--- src/rtl/spi_pkg.sv ---
// Shared SPI master definitions: opcode width, commtype encodings, FSM state
// encoding and the commtype-to-phase decoder.
package spi_pkg;

    localparam int unsigned OPCODE_W = 8;

    typedef enum logic [2:0] {
        CtCmd    = 3'b000,
        CtCmdRx  = 3'b001,
        CtAddrRx = 3'b010,
        CtCmdTx  = 3'b011,
        CtAddrTx = 3'b100,
        CtAddr   = 3'b101,
        CtFastRd = 3'b110,
        CtRsvd   = 3'b111
    } commtype_e;

    typedef enum logic [2:0] {
        StIdle,
        StCmd,
        StAddr,
        StDummy,
        StTx,
        StRx,
        StDone
    } state_e;

    typedef struct packed {
        logic addr;
        logic dummy;
        logic tx;
        logic rx;
    } phases_t;

    // The reserved encoding falls through to command-only.
    function automatic phases_t decode_commtype(logic [2:0] ct);
        phases_t ph;
        ph = '0;
        case (commtype_e'(ct))
            CtCmdRx:  ph.rx = 1'b1;
            CtAddrRx: begin ph.addr = 1'b1; ph.rx = 1'b1; end
            CtCmdTx:  ph.tx = 1'b1;
            CtAddrTx: begin ph.addr = 1'b1; ph.tx = 1'b1; end
            CtAddr:   ph.addr = 1'b1;
            CtFastRd: begin ph.addr = 1'b1; ph.dummy = 1'b1; ph.rx = 1'b1; end
            default:  ph = '0;
        endcase
        return ph;
    endfunction

endpackage

--- src/rtl/spi_sclk_gen.sv ---
// SPI clock divider: sclk toggles every DIV_HALF clk cycles while en is high,
// idles low otherwise; rise/fall strobe the clk edge on which sclk changes.
module spi_sclk_gen #(
    parameter int unsigned DIV_HALF = 1
) (
    input  logic clk,
    input  logic rst,
    input  logic en,
    output logic sclk,
    output logic rise,
    output logic fall
);

    localparam logic [7:0] LAST = 8'(DIV_HALF - 1);

    logic [7:0] cnt_q, cnt_d;
    logic       sclk_q, sclk_d;
    logic       wrap;

    assign wrap = en && (cnt_q == LAST);
    assign rise = wrap && !sclk_q;
    assign fall = wrap && sclk_q;
    assign sclk = sclk_q;

    always_comb begin
        cnt_d  = cnt_q;
        sclk_d = sclk_q;
        if (!en) begin
            cnt_d  = '0;
            sclk_d = 1'b0;
        end else if (wrap) begin
            cnt_d  = '0;
            sclk_d = ~sclk_q;
        end else begin
            cnt_d = cnt_q + 8'd1;
        end
    end

    always_ff @(posedge clk or posedge rst) begin
        if (rst) begin
            cnt_q  <= '0;
            sclk_q <= 1'b0;
        end else begin
            cnt_q  <= cnt_d;
            sclk_q <= sclk_d;
        end
    end

endmodule

--- src/rtl/spi_master_flex.sv ---
// Mode-0 SPI flash master: opcode, optional address, dummy and data phases
// selected per request. Fast-read dummy cycles exist only with SPI_MASTER_FLEX_DUMMY_EN.
module spi_master_flex
    import spi_pkg::*;
#(
    parameter int unsigned DATA_W    = 32,
    parameter int unsigned ADDR_W    = 24,
    parameter int unsigned DIV_HALF  = 1,
    parameter int unsigned DUMMY_CYC = 8
) (
    input  logic              clk,
    input  logic              rst,
    input  logic              cmd_valid,
    output logic              cmd_ready,
    input  logic [7:0]        command,
    input  logic [ADDR_W-1:0] address,
    input  logic [DATA_W-1:0] data_in,
    input  logic [2:0]        commtype,
    output logic [DATA_W-1:0] data_out,
    output logic              data_out_valid,
    output logic              sclk,
    output logic              ss,
    output logic              mosi,
    input  logic              miso
);

    localparam int unsigned MAX_W = (ADDR_W > DATA_W) ? ADDR_W : DATA_W;
    localparam int unsigned CNT_W = $clog2(MAX_W);
    localparam logic [7:0]  DONE_LAST = 8'(DIV_HALF - 1);
`ifdef SPI_MASTER_FLEX_DUMMY_EN
    localparam bit DUMMY_ON = (DUMMY_CYC != 0);
`else
    localparam bit DUMMY_ON = 1'b0 && (DUMMY_CYC != 0);
`endif

    typedef logic [MAX_W-1:0] word_t;
    typedef logic [CNT_W-1:0] cnt_t;

    state_e            state_q, state_d, nxt;
    phases_t           ph_q, ph_d;
    word_t             shreg_q, shreg_d;
    cnt_t              bit_cnt_q, bit_cnt_d;
    logic [7:0]        done_cnt_q, done_cnt_d;
    logic [ADDR_W-1:0] addr_q, addr_d;
    logic [DATA_W-1:0] din_q, din_d, dout_q, dout_d;
    logic              ss_q, ss_d, mosi_q, mosi_d, ready_q, ready_d, dov_q, dov_d;
    logic              sclk_en, rise, fall;

    assign sclk_en = state_q inside {StCmd, StAddr, StDummy, StTx, StRx};

    spi_sclk_gen #(
        .DIV_HALF(DIV_HALF)
    ) u_sclk_gen (
        .clk (clk),
        .rst (rst),
        .en  (sclk_en),
        .sclk(sclk),
        .rise(rise),
        .fall(fall)
    );

    function automatic state_e next_phase(state_e cur, phases_t ph);
        state_e n;
        n = StDone;
        if (cur == StCmd && ph.addr) n = StAddr;
        else if (cur == StAddr && ph.dummy) n = StDummy;
        else if ((cur == StCmd || cur == StAddr) && ph.tx) n = StTx;
        else if (cur != StTx && cur != StRx && ph.rx) n = StRx;
        return n;
    endfunction

    always_comb begin
        state_d    = state_q;
        ph_d       = ph_q;
        shreg_d    = shreg_q;
        bit_cnt_d  = bit_cnt_q;
        done_cnt_d = done_cnt_q;
        addr_d     = addr_q;
        din_d      = din_q;
        dout_d     = dout_q;
        ss_d       = ss_q;
        mosi_d     = mosi_q;
        ready_d    = ready_q;
        dov_d      = 1'b0;
        nxt        = StDone;
        unique case (state_q)
            StIdle: begin
                if (cmd_valid && ready_q) begin
                    ph_d       = decode_commtype(commtype);
                    ph_d.dummy = ph_d.dummy && DUMMY_ON;
                    addr_d     = address;
                    din_d      = data_in;
                    shreg_d    = word_t'(command) << (MAX_W - OPCODE_W);
                    mosi_d     = command[OPCODE_W-1];
                    bit_cnt_d  = cnt_t'(OPCODE_W - 1);
                    ss_d       = 1'b0;
                    ready_d    = 1'b0;
                    state_d    = StCmd;
                end
            end
            StCmd, StAddr, StDummy, StTx, StRx: begin
                if (rise && state_q == StRx) shreg_d = {shreg_q[MAX_W-2:0], miso};
                if (fall) begin
                    if (bit_cnt_q != '0) begin
                        bit_cnt_d = bit_cnt_q - cnt_t'(1);
                        if (state_q != StRx && state_q != StDummy) begin
                            shreg_d = shreg_q << 1;
                            mosi_d  = shreg_q[MAX_W-2];
                        end
                    end else begin
                        // Phase boundary: preload the next phase's first bit on this fall.
                        nxt     = next_phase(state_q, ph_q);
                        state_d = nxt;
                        shreg_d = '0;
                        mosi_d  = 1'b0;
                        case (nxt)
                            StAddr: begin
                                shreg_d   = word_t'(addr_q) << (MAX_W - ADDR_W);
                                mosi_d    = addr_q[ADDR_W-1];
                                bit_cnt_d = cnt_t'(ADDR_W - 1);
                            end
`ifdef SPI_MASTER_FLEX_DUMMY_EN
                            StDummy: bit_cnt_d = cnt_t'(DUMMY_CYC - 1);
`endif
                            StTx: begin
                                shreg_d   = word_t'(din_q) << (MAX_W - DATA_W);
                                mosi_d    = din_q[DATA_W-1];
                                bit_cnt_d = cnt_t'(DATA_W - 1);
                            end
                            StRx: bit_cnt_d = cnt_t'(DATA_W - 1);
                            default: begin
                                ss_d       = 1'b1;
                                done_cnt_d = '0;
                                if (ph_q.rx) begin
                                    dout_d = shreg_q[DATA_W-1:0];
                                    dov_d  = 1'b1;
                                end
                            end
                        endcase
                    end
                end
            end
            StDone: begin
                if (done_cnt_q == DONE_LAST) begin
                    state_d = StIdle;
                    ready_d = 1'b1;
                end else begin
                    done_cnt_d = done_cnt_q + 8'd1;
                end
            end
            default: state_d = StIdle;
        endcase
    end

    always_ff @(posedge clk or posedge rst) begin
        if (rst) begin
            state_q    <= StIdle;
            ph_q       <= '0;
            shreg_q    <= '0;
            bit_cnt_q  <= '0;
            done_cnt_q <= '0;
            addr_q     <= '0;
            din_q      <= '0;
            dout_q     <= '0;
            ss_q       <= 1'b1;
            mosi_q     <= 1'b0;
            ready_q    <= 1'b1;
            dov_q      <= 1'b0;
        end else begin
            state_q    <= state_d;
            ph_q       <= ph_d;
            shreg_q    <= shreg_d;
            bit_cnt_q  <= bit_cnt_d;
            done_cnt_q <= done_cnt_d;
            addr_q     <= addr_d;
            din_q      <= din_d;
            dout_q     <= dout_d;
            ss_q       <= ss_d;
            mosi_q     <= mosi_d;
            ready_q    <= ready_d;
            dov_q      <= dov_d;
        end
    end

    assign cmd_ready      = ready_q;
    assign data_out       = dout_q;
    assign data_out_valid = dov_q;
    assign ss             = ss_q;
    assign mosi           = mosi_q;

endmodule

--- config.mk ---
export PLATFORM = sky130hd
export DESIGN_NAME = spi_master_flex
export DESIGN_NICKNAME = d
export VERILOG_FILES = /design/src/rtl/spi_pkg.sv /design/src/rtl/spi_sclk_gen.sv /design/src/rtl/spi_master_flex.sv
export SDC_FILE = /design/constraint.sdc
export NUM_CORES = 1
export LEC_CHECK = 0
export ABC_AREA = 1
export BUFFER_PORTS_ARGS = -buffer_cell sky130_fd_sc_hd__buf_2
export CAP_MARGIN = 20
export CORE_UTILIZATION = 54
export CTS_BUF_LIST = sky130_fd_sc_hd__clkbuf_4
export DETAILED_ROUTE_END_ITERATION = 7
export GPL_ROUTABILITY_DRIVEN = 0
export GPL_TIMING_DRIVEN = 1
export PLACE_DENSITY = 0.78
export SYNTH_ARGS = -nofsm -noshare
export SYNTH_HDL_FRONTEND = slang
export SYNTH_SLANG_ARGS = --single-unit
--- constraint.sdc ---
create_clock -name clk -period 5.86 [get_ports clk]
set_input_delay 1.172 -clock clk [delete_from_list [all_inputs] [get_ports clk]]
set_output_delay 1.172 -clock clk [all_outputs]
set_load 0.05 [all_outputs]
# After elaboration in Yosys (flattened, before gate mapping)

Index checks and enable logic that the tools add are counted.

Bits in registers: 152
Bits in latches: 0
Memory bits (writable): 0
Bits in read-only memories: 0
Input port bits: 71
Output and inout bits: 37
Logic and storage cells: 137
Memories kept: 0

Add/sub/neg operators: 3
Multiply operators: 0
Divide/modulo/power cells: 0
$lt $le $gt $ge: 0
Eq/ne operators: 27
Shift operators: 0
Multiplexer cells: 53
Bitwise logic cells: 3
Reduce and logical (&&, ||, !) cells: 35

Operator list:

| cell                | count |
|---|---|
| $mux 32             | 5 |
| $pmux 32 s2         | 2 |
| $mux 8              | 6 |
| $eq 3x3->1 const B  | 8 |
| $mux 3              | 8 |
| $pmux 5 s2          | 2 |
| $mux 1              | 19 |
| $add 8x1->8 const B | 2 |
| $logic_not 8->1     | 2 |
| $pmux 8 s2          | 1 |
| $eq 3x2->1 const B  | 5 |
| $mux 5              | 3 |
| $reduce_and 5->1    | 3 |
| $ne 2x2->1 const B  | 7 |
| $reduce_and 4->1    | 3 |
| $logic_and 1x1->1   | 10 |
| $reduce_bool 5->1   | 2 |
| $ne 3x3->1 const B  | 3 |
| $pmux 3 s3          | 1 |
| $pmux 1 s2          | 4 |
| $eq 3x1->1 const B  | 2 |
| $reduce_bool 2->1   | 3 |
| $reduce_or 3->1     | 2 |
| $reduce_or 5->1     | 1 |
| 12 further kinds    | 17 |

# Logic depth before layout (Yosys ltp)

Gate-level depths: netlist of run 1.

Word-level depth: 15
Depth in mapped cells: 14
Depth with buffers taken out: 13

# Hierarchy

From an unflattened synthesis of run 1, not the netlist that was laid out.

Cell total of the unflattened synthesis: 981
Area total of the unflattened synthesis: 7693.6 µm²

Modules (own cells, without submodules):

| module          | instances | cells an instance | area each (µm²) | sequential area each (µm²) |
|---|---|---|---|---|
| spi_master_flex | 1         | 910               | 7180.6          | 3580.9 |
| spi_sclk_gen    | 1         | 71                | 513.0           | 225.2 |

# Worst setup path after synthesis of run 1

OpenSTA, ideal clock, no wires.

Path type: input -> register
Start: in cmd_valid
End: reg shreg_q[0]
Setup time: 0.065 ns
Arrival time: 1.909 ns
Required time: 5.795 ns
Path slack: 3.886 ns
Stages: 7
Buffers on the path: 2
Cell sequence: nand3_1 -> nand2_1 -> inv_1 -> buf_2 -> buf_2 -> nand2_1 -> nand2_1

Longest elaborated chain between the ends: 3

Ends and longest elaborated chain:

| item                       | RTL line               | source |
|---|---|---|
| start: declaration         | spi_master_flex.sv:13  | `input logic cmd_valid,` |
| $logic_and 1x1->1          | spi_master_flex.sv:88  | `if (cmd_valid && ready_q) begin` |
| $ne 2x2->1 (no line)       | --                     |  |
| $reduce_and 2->1 (no line) | --                     |  |
| end signal: assignment     | spi_master_flex.sv:172 | `shreg_q <= shreg_d;` |
| end: declaration           | spi_master_flex.sv:41  | `word_t shreg_q, shreg_d;` |

No other way between the ends.
A chain may end at the register's enable or synchronous reset.

# Worst setup path after layout of run 1

Start: reg state_q[1]
End: reg state_q[1]

Longest elaborated chain between the ends: 12
Elaborated cells between the ends (all ways): 32
Classes of those cells: eq/ne: 12; mux: 9; reduce/logical: 11

Ends and longest elaborated chain:

| item                           | RTL line               | source |
|---|---|---|
| start: declaration             | spi_master_flex.sv:39  | `state_e state_q, state_d, nxt;` |
| start signal: assignment       | spi_master_flex.sv:157 | `state_q <= StIdle;` |
| start signal: assignment       | spi_master_flex.sv:170 | `state_q <= state_d;` |
| $ne 3x3->1                     | spi_master_flex.sv:68  | `else if (cur != StTx && cur != StRx && ph.rx) n = StRx;` |
| $logic_and 1x1->1 (2 in a row) | spi_master_flex.sv:68  |  |
| $mux 2                         | spi_master_flex.sv:68  |  |
| $mux 2                         | spi_master_flex.sv:67  | `else if ((cur == StCmd \|\| cur == StAddr) && ph.tx) n = StTx;` |
| $mux 3                         | spi_master_flex.sv:65  | `if (cur == StCmd && ph.addr) n = StAddr;` |
| $mux 3                         | spi_master_flex.sv:104 | `if (bit_cnt_q != '0) begin` |
| $mux 3                         | spi_master_flex.sv:103 | `if (fall) begin` |
| $mux 3                         | spi_master_flex.sv:86  | `unique case (state_q)` |
| $mux 3                         | spi_master_flex.sv:104 |  |
| $mux 3                         | spi_master_flex.sv:103 |  |
| $pmux 3 s3                     | spi_master_flex.sv:86  |  |

Parallel ways exist; a longest one is shown, timed or not. The select of a mux whose other input is x is not followed.

==> results of run 1 <==
-- synth_stat cells (7+ instances only) --
cell,count
clkbuf_1,7
nand2_1,529
nor3_1,9
a21oi_1,27
o21ai_1,20
dfrtp_1,150
inv_2,9
nand3_1,79
o21ai_0,45
buf_2,29
inv_1,78
nor2_1,71
nand4_1,15
-- report_power, final --
group	leakage, nW	internal, W	switching [W]
sequential	1.94	0.00149	0.000320
clock	0.163	0.000306	0.000410
combinational	2.79	0.000797	0.00184
-- per-stage QoR --
stage,power (W),cells
6_report,0.00516,1394
5_1_grt,0.00561,1394
4_1_cts,0.00512,1393
3_5_place_dp,0.00439,1361
3_3_place_gp,0.00432,1361
2_1_floorplan,0.00381,1117
-- layout make-up --
type	instances	share of cell area (%)
Multi-Input combinational cell	827	39.9
Clock buffer	17	1.45
Sequential cell	152	43.1
Timing Repair Buffer	115	6.97
Inverter	88	3.83
Tap cell	180	2.55
Clock inverter	15	2.18
-- kinds of logic (layout without fill, tap and decap cells) --
kind of cell	after synthesis	after routing
compound gates	98	98
xor+xnor	8	8
fa+ha+maj	5	5
buf+inv	138	235
flops	152	152
simple gates	716	716
-- how the worst min path moves through the flow --
stage | to | slack [ps] | cells past startpoint
after floorplan | addr_q[0]$_DFFE_PP0P_ | 450 | 2
after global placement | data_out[7]$_DFFE_PP0P_ | 460 | 2
after detailed placement | data_out[9]$_DFFE_PP0P_ | 460 | 2
after CTS | data_out[9]$_DFFE_PP0P_ | 500 | 2
after global routing | data_out[16]$_DFFE_PP0P_ | 500 | 2
final | data_out[12]$_DFFE_PP0P_ | 490 | 2
-- state kept, by name (all words and copies together) (netlist names) --
register,flops
data_out,32
din_q,32
shreg_q,32
addr_q,24
done_cnt_q,8
u_sclk_gen.cnt_q,8
bit_cnt_q,5
ph_q,3
state_q,3
cmd_ready,1
data_out_valid,1
mosi,1
ss,1
u_sclk_gen.sclk,1
-- worst register-to-register path, cell delays in order (launching register included) --
cell,delay [ps]
dfrtp_1,460
nand2_1,150
inv_2,40
a21oi_2,90
buf_4,360
nand3_1,430
nand2_1,820
nand3_1,350
o21ai_0,260
-- metal layers --
| metal | up-vias | track usage (%) |
|---|---|---|
| li1 | 3654 | - |
| met1 | 3378 | 42.7 |
| met2 | 307 | 36.7 |
| met3 | 23 | 4.66 |
| met4 | 0 | 8.73 |
| met5 | - | 0 |
==> flow_summary_export.csv, run 1 <==
group,metric,value,unit
status,status,"finished, final reports clean",
grt,grt_pass1_wl,31.4,mm
clock_tree,htree_levels,4,
logic_synthesis,synth-seq-area-share,48.1,%
logic_synthesis,synth_area,0.00792,sq mm
floorplanning,die_y,123,um
floorplanning,boundaryPins,108,
floorplanning,die_w,123,um
logic_synthesis,synth_cell_types,30,
floorplanning,dieArea,0.0152,sq mm
layout,layout-drive-gt1-share,14.5,%
logic_synthesis,synth_simple_gate_area_share,36.4,%
clock_tree,cts-hold-fix-buffers,0,
detailed_routing,drc_errors,0,
setup_path,reg2reg_slack,2820,ps
clock_tree,clkSinkCount,152,
clock_tree,path_clk_slew,130,ps
setup_path,worstReg2RegEnd,"state_q[1]$_DFFE_PP0P_",
sta,slew_headroom,37.6,%
logic_synthesis,synthesis.nets,1193,
setup_path,setup.worst_path.end,"state_q[1]$_DFFE_PP0P_",
logic_synthesis,synth_ff_type,"dfrtp_1",
layout,multi_input_area,0.00352,sq mm
sta,drv_slew,0,
sta,period_share,51.8,%
sta,finClkSkew,19.4,ps
setup_path,critPathSlowestCell,"nand2_1",
logic_synthesis,synthAdderAreaFrac,0.790,%
sta,post-route-min-period,3040,ps
logic_synthesis,netlist_top_cells_area,"dfrtp_1 (47%), nand2_1 (25%), nand3_1 (5.0%)",
detailed_routing,met1_length,9.44,mm
logic_synthesis,synthCells,1117,
clock_tree,post_cts_buffers,0,
logic_synthesis,synth-edff-count,0,
logic_synthesis,synth_compound_area_share,6.40,%
placement,dp_hpwl,12.7,mm
floorplanning,core_region_area,0.0141,sq mm
logic_synthesis,yosys_warnings,0,
hold_path,hp-start,"data_out[12]$_DFFE_PP0P_",
layout,seq_area,0.00381,sq mm
setup_path,path_delay_family,"simple AND/OR/NAND/NOR gates",
sta,setup_viol,0,
layout,layout_common_cells,"nand2_1 (529), dfrtp_1 (150), buf_2 (107)",
setup_path,ff2ff_path_depth,8,
floorplanning,start_util,56.2,%
layout,final_common_cell,"nand2_1",
clock_tree,clock-root-buffer,"clkbuf_4",
clock_tree,cts_resized,0,
power,vdd_drop_max,307,uV
setup_path,crit_required,6360,ps
sta,rsz0062_at_grt,"false",
layout,fin_area,0.00883,sq mm
logic_synthesis,synthXorXnorAreaFrac,0.885,%
placement,placed_cell_area,0.00848,sq mm
setup_path,crit_buf_inv,2,
logic_synthesis,ys_ff_latch,152,
grt,track_usage,26.9,%
setup_path,slowest_delay,820,ps
logic_synthesis,synth_top_cell_area_share,47.4,%
detailed_routing,wl_met3,1.47,mm
detailed_routing,postRouteAntennaNets,0,
setup_path,crit_path_end_kind,"flip-flop",
hold_path,hold_path_class,"reg2reg",
setup_path,cp-start-kind,"flip-flop",
logic_synthesis,synth_top_family_by_area,"simple AND/OR/NAND/NOR gates",
power,total_leakage_power,4.89,nW
grt,overflow,0,
detailed_routing,avgViaCountPerCell,5.28,
logic_synthesis,synth_top_area_cell,"dfrtp_1",
logic_synthesis,yosys-mux-area-fraction,0,%
logic_synthesis,synthArstFlopShare,100,%
sta,final-hold-violation-count,0,
power,cellPowerDensity,585,mW/mm^2
detailed_routing,wl,19.0,mm
placement,io_buffers,107,
detailed_routing,wl_met2,7.80,mm
sta,layout_setup_ws,2820,ps
placement,dp_slack,2850,ps
sta,max_slew.worst_pin.slew,936,ps
sta,fin_tns_setup,0,ps
layout,area_growth_syn_to_layout,11.5,%
logic_synthesis,syn_area_per_cell,7.09,sq um
clock_tree,cts_tree,"yes",
setup_path,crit_arrival,3540,ps
layout,fin_nets,1277,
detailed_routing,drtPass1Iterations,5,
clock_tree,cts_buffers,17,
setup_path,crit_start,"state_q[1]$_DFFE_PP0P_",
setup_path,criticalPathCategory,"reg2reg",
setup_path,path_depth,8,
floorplanning,num_rows,43,
clock_tree,clock_latency,590,ps
setup_path,cp_max_fo,40,
layout,n_antenna_cell,0,
grt,grt_pass1_vias,6283,
layout,num-fill-cells,1330,
layout,final_util,62.6,%
detailed_routing,vias,7362,
grt,antenna_found_initial,0,
detailed_routing,initialDrtViolationCount,646,
grt,grt_max_degree,105,
sta,timing.hold.ws,490,ps
setup_path,worst_r2r_startpoint,"state_q[1]$_DFFE_PP0P_",
detailed_routing,top_layer,"met4",
sta,fmax,0.329,GHz
detailed_routing,avgRoutedWirePerCell,13.6,um
setup_path,path_cells,"nand2_1 -> inv_2 -> a21oi_2 -> buf_4 -> nand3_1 -> nand2_1 -> nand3_1 -> o21ai_0",
run,timing.max_cap.violations,0,
clock_tree,cts_buffer_depth,2,
(Power assumes the default switching activity.)
==> run 2, diff against run 1 <==
--- a/config.mk
+++ b/config.mk
@@ -13,7 +13,7 @@
 export DETAILED_ROUTE_END_ITERATION = 7
 export GPL_ROUTABILITY_DRIVEN = 0
 export GPL_TIMING_DRIVEN = 1
-export PLACE_DENSITY = 0.78
+export PLACE_DENSITY = 0.81
 export SYNTH_ARGS = -nofsm -noshare
 export SYNTH_HDL_FRONTEND = slang
 export SYNTH_SLANG_ARGS = --single-unit
==> constraint.sdc (replaced) <==
create_clock -name clk -period 2.7 [get_ports clk]
set_input_delay 0.54 -clock clk [delete_from_list [all_inputs] [get_ports clk]]
set_output_delay 0.54 -clock clk [all_outputs]
set_load 0.05 [all_outputs]
==> flow_summary_export.csv, run 2 (synthesis results as in run 1) <==
group,metric,value,unit
floorplanning,boundaryPins,108,
grt,gr-usage-met3,4.70,%
sta,finClkSkew,18.3,ps
power,p_sw_share,49.4,%
setup_path,slowest_delay,410,ps
clock_tree,htree_levels,4,
placement,dp_slack,472,ps
power,combPwrFrac,52.0,%
setup_path,critPathSlowestCell,"dfrtp_1",
grt,track_usage,26.6,%
layout,layout-drive-gt1-share,15.2,%
sta,fmax,0.441,GHz
grt,grt_max_degree,153,
detailed_routing,drc_errors,0,
grt,grt_pass1_wl,31.3,mm
power,p_sw,0.00548,W
setup_path,path_cells,"inv_1 -> ha_1 -> inv_1 -> nor2_1 -> nand2_1 -> inv_2 -> nand2_1 -> nor2_2 -> nand3_2 -> buf_4 -> nand2_1 -> o21ai_1",
detailed_routing,initialDrtViolationCount,666,
status,status,"finished, final reports clean",
grt,grt_pass1_vias,6496,
setup_path,crit_path_end_kind,"flip-flop",
layout,layout_common_cells,"nand2_1 (529), dfrtp_1 (150), buf_2 (107)",
floorplanning,die_w,123,um
floorplanning,core_region_area,0.0141,sq mm
setup_path,crit_required,3140,ps
grt,antenna_found_initial,1,
clock_tree,cts_tree,"yes",
clock_tree,clock-root-buffer,"clkbuf_4",
power,p_clk_share,12.5,%
placement,io_buffers,107,
floorplanning,num_rows,43,
sta,period_share,84.0,%
placement,dp_cells,1373,
clock_tree,clkSinkCount,152,
placement,dp_hpwl,13.1,mm
clock_tree,cts-hold-fix-buffers,0,
floorplanning,start_util,56.2,%
clock_tree,clock_latency,570,ps
sta,max_slew.worst_pin.slew,787,ps
hold_path,hold_path_class,"in2reg",
layout,final_common_cell,"nand2_1",
setup_path,crit_buf_inv,4,
layout,num-fill-cells,1279,
detailed_routing,avgRoutedWirePerCell,13.4,um
run,timing.max_cap.violations,0,
sta,fin_tns_setup,0,ps
setup_path,crit_top_cell,"nand2_1",
grt,grtUsageMet2,37.5,%
sta,timing.hold.ws,155,ps
grt,busiest_layer,"met1",
detailed_routing,vias,7366,
power,power_frac_seq,35.5,%
hold_path,holdPathStages,3,
floorplanning,die_y,123,um
layout,final_util,62.9,%
setup_path,ff2ff_path_depth,12,
layout,fin_nets,1288,
clock_tree,cts_buffer_depth,2,
detailed_routing,wl,18.9,mm
floorplanning,dieArea,0.0152,sq mm
clock_tree,path_clk_slew,130,ps
setup_path,cp-start-kind,"flip-flop",
grt,grtUsageMet1,41.3,%
detailed_routing,postRouteAntennaNets,0,
setup_path,path_depth,12,
sta,final-hold-violation-count,0,
detailed_routing,avgViaCountPerCell,5.24,
sta,post-route-min-period,2270,ps
grt,overflow,0,
clock_tree,cts_buffers,17,
power,total_leakage_power,4.92,nW
sta,rsz0062_at_grt,"false",
sta,slew_headroom,47.6,%
power,p_int,0.00562,W
detailed_routing,drtPass1Iterations,5,
layout,fin_cells,1405,
layout,area_growth_syn_to_layout,11.9,%
setup_path,path_delay_family,"simple AND/OR/NAND/NOR gates",
sta,setup_viol,0,
sta,layout_setup_ws,432,ps
power,vdd_drop_max,464,uV
setup_path,criticalPathCategory,"reg2reg",
sta,drv_slew,0,
setup_path,crit_arrival,2710,ps
power,cellPowerDensity,1250,mW/mm^2
clock_tree,cts_resized,0,
setup_path,cp_max_fo,45,
clock_tree,post_cts_buffers,0,
## run 2: final timing paths
| check | end | slack [ps] | start |
|---|---|---|---|
| min reg2reg | data_out[1]$_DFFE_PP0P_ | 490 | data_out[1]$_DFFE_PP0P_ |
| max in group asynchronous | din_q[12]$_DFFE_PP0P_ | 1930 | rst |
| min | addr_q[1]$_DFFE_PP0P_ | 150 | address[1] |
| max reg2reg | data_out[28]$_DFFE_PP0P_ | 430 | bit_cnt_q[0]$_DFFE_PP0P_ |
| min in group asynchronous | u_sclk_gen.cnt_q[7]$_DFF_PP0_ | 210 | rst |
| max | data_out[28]$_DFFE_PP0P_ | 430 | bit_cnt_q[0]$_DFFE_PP0P_ |
## run 2: area by class of cell
| cell class | instances | area, sq um | area share [%] |
|---|---|---|---|
| clock buffer | 20 | 150 | 1.69 |
| sequential | 152 | 3810 | 43.0 |
| multi-input combinational | 827 | 3520 | 39.8 |
| inverter | 88 | 337 | 3.80 |
| antenna | 1 | 2.50 | 0.0282 |
| clock inverter | 11 | 125 | 1.41 |
| timing repair buffer | 126 | 691 | 7.79 |
| tap | 180 | 225 | 2.54 |
## run 2: metrics by stage
| step | area, sq um | total power (W) |
|---|---|---|
| 2_1_floorplan | 7920 | 0.00828 |
| 3_3_place_gp | 8580 | 0.00949 |
| 3_5_place_dp | 8580 | 0.00967 |
| 4_1_cts | 8860 | 0.0111 |
| 5_1_grt | 8860 | 0.0121 |
| 6_report | 8860 | 0.0111 |
## run 2: worst register-to-register path, delay by kind of cell (launching register included)
kind / cells / cell delay (ps)
AND/OR/NAND/NOR: 6 / 820
flip-flops: 1 / 410
buffers and inverters: 4 / 700
AO/OA/AOI/OAI: 1 / 70
adder cells (fa/ha/maj): 1 / 170
## run 2: power by group through the flow
stage	Combinational [W]	Sequential (W)	Clock [W]
6_report	0.00577	0.00394	0.00138
3_3_place_gp	0.00554	0.00395	0
5_1_grt	0.00650	0.00406	0.00152
2_1_floorplan	0.00374	0.00454	0
4_1_cts	0.00573	0.00393	0.00142
3_5_place_dp	0.00569	0.00397	0
## run 2: layer usage
layer  part of all wire (%)  routed length [um]  vias up
li1                       -                   -     3680
met1                     48                9110     3381
met2                     43                8060      282
met3                    7.6                1440       23
met4                    1.5                 279        0
met5                      0                   0        -
==> run 3, diff against run 2 <==
==> constraint.sdc (replaced) <==
create_clock -name clk -period 2 [get_ports clk]
set_input_delay 0.4 -clock clk [delete_from_list [all_inputs] [get_ports clk]]
set_output_delay 0.4 -clock clk [all_outputs]
set_load 0.05 [all_outputs]
==> flow_summary_export.csv, run 3 (synthesis results as in run 1) <==
group,metric,value,unit
floorplanning,core_region_area,0.0141,sq mm
clock_tree,clock_latency,560,ps
floorplanning,num_rows,43,
clock_tree,htree_levels,4,
power,p_sw_share,48.9,%
floorplanning,die_y,123,um
setup_path,crit_required,2500,ps
floorplanning,dieArea,0.0152,sq mm
grt,track_usage,27.0,%
grt,grt_pass1_vias,6496,
layout,layout-drive-gt1-share,16.6,%
detailed_routing,avgViaCountPerCell,5.21,
floorplanning,start_util,56.2,%
sta,rsz0062_at_grt,"true",
hold_path,holdPathStages,3,
power,p_int,0.00782,W
grt,antenna_found_initial,1,
detailed_routing,wl,19.0,mm
run,timing.max_cap.violations,0,
detailed_routing,vias,7428,
grt,grt_pass1_wl,31.5,mm
setup_path,path_cells,"nand2_1 -> inv_2 -> a21oi_2 -> buf_8 -> nand2_1 -> buf_12 -> a21oi_1 -> nand2_1 -> nand2_1",
setup_path,crit_path_end_kind,"flip-flop",
power,p_clk_share,11.1,%
clock_tree,path_clk_slew,120,ps
setup_path,ff2ff_path_depth,9,
layout,area_growth_syn_to_layout,14.9,%
power,combPwrFrac,54.0,%
sta,max_slew.worst_pin.slew,543,ps
hold_path,hold_path_class,"in2reg",
sta,setup_viol,0,
power,power_frac_seq,34.9,%
setup_path,crit_arrival,2400,ps
layout,fin_cells,1425,
sta,final-hold-violation-count,0,
detailed_routing,drc_errors,0,
setup_path,critPathSlowestCell,"dfrtp_1",
power,p_sw,0.00748,W
layout,final_common_cell,"nand2_1",
sta,drv_slew,0,
sta,fin_tns_setup,0,ps
clock_tree,cts_buffers,17,
setup_path,cp_max_fo,26,
floorplanning,boundaryPins,108,
layout,fin_nets,1307,
detailed_routing,avgRoutedWirePerCell,13.4,um
setup_path,crit_top_cell,"nand2_1",
clock_tree,clock-root-buffer,"clkbuf_4",
clock_tree,cts_buffer_depth,2,
placement,dp_hpwl,13.7,mm
grt,overflow,0,
detailed_routing,postRouteAntennaNets,0,
setup_path,criticalPathCategory,"reg2reg",
sta,slew_headroom,63.7,%
placement,dp_cells,1389,
power,total_leakage_power,5.03,nW
clock_tree,post_cts_buffers,0,
clock_tree,clkSinkCount,152,
sta,period_share,94.7,%
sta,post-route-min-period,1890,ps
layout,layout_common_cells,"nand2_1 (525), dfrtp_1 (150), buf_2 (107)",
clock_tree,cts_tree,"yes",
power,cellPowerDensity,1680,mW/mm^2
placement,io_buffers,107,
grt,grt_max_degree,55,
power,vdd_drop_max,622,uV
status,status,"finished, final reports clean",
detailed_routing,initialDrtViolationCount,700,
sta,fmax,0.528,GHz
setup_path,cp-start-kind,"flip-flop",
setup_path,slowest_delay,450,ps
floorplanning,die_w,123,um
detailed_routing,drtPass1Iterations,5,
sta,finClkSkew,21.4,ps
## run 3: area by class of cell
type	instances	area, sq um
Multi-Input combinational cell	827	3550
Antenna cell	1	2.50
Clock buffer	22	165
Clock inverter	10	80.1
Tap cell	180	225
Inverter	88	342
Sequential cell	152	3810
Timing Repair Buffer	145	927
Fill cell	1257	5000
## run 3: final timing paths
check,startpoint,to,slack [ps]
max in group asynchronous,rst,addr_q[5]$_DFFE_PP0P_,930
min in group asynchronous,rst,shreg_q[29]$_DFFE_PP0P_,420
hold reg to reg,data_out[15]$_DFFE_PP0P_,data_out[15]$_DFFE_PP0P_,490
setup reg to reg,state_q[1]$_DFFE_PP0P_,shreg_q[6]$_DFFE_PP0P_,110
setup / recovery,state_q[1]$_DFFE_PP0P_,shreg_q[6]$_DFFE_PP0P_,110
hold / removal,address[13],addr_q[13]$_DFFE_PP0P_,20
## run 3: worst max-delay path, delay by kind of cell, from the launching register on
kind            cells  cell delay (ps)
compound gates      2              410
buf+inv             3              510
flops               1              450
simple gates        4              470
## run 3: per-stage QoR
stage                     instance area, sq um  hold slack, ps  setup slack, ps  utilization [%]  total power, W
after floorplan                           7920             449             -315                -          0.0112
after global placement                    8770             462              126             62.2          0.0132
after detailed placement                  8770             465             62.3             62.2          0.0134
after CTS                                 9030            1.09             38.2             64.1          0.0151
after global routing                      9100           0.509            -14.9             64.5          0.0166
final                                     9100            22.8              106             64.5          0.0153
## run 3: power by group through the flow
stage	Combinational (W)	Sequential, W	Clock [W]
detailed placement	0.00806	0.00536	0
CTS	0.00810	0.00531	0.00172
global placement	0.00783	0.00536	0
finish	0.00826	0.00534	0.00170
floorplan	0.00505	0.00613	0
global route	0.00926	0.00547	0.00187
## run 3: timing repair
action	in CTS	in global routing
hold buffers	2	1
gates resized for setup	0	19
endpoints found under the hold margin	17	1
setup endpoints to repair	0	58
## run 3: per-layer routing
layer / GRT usage, % / up-vias / part of all wire (%)
met3: 4.43 / 34 / 7.6
li1: - / 3720 / -
met2: 39.2 / 298 / 44
met4: 9.56 / 0 / 1.7
met5: 0 / - / 0
met1: 40.8 / 3376 / 47
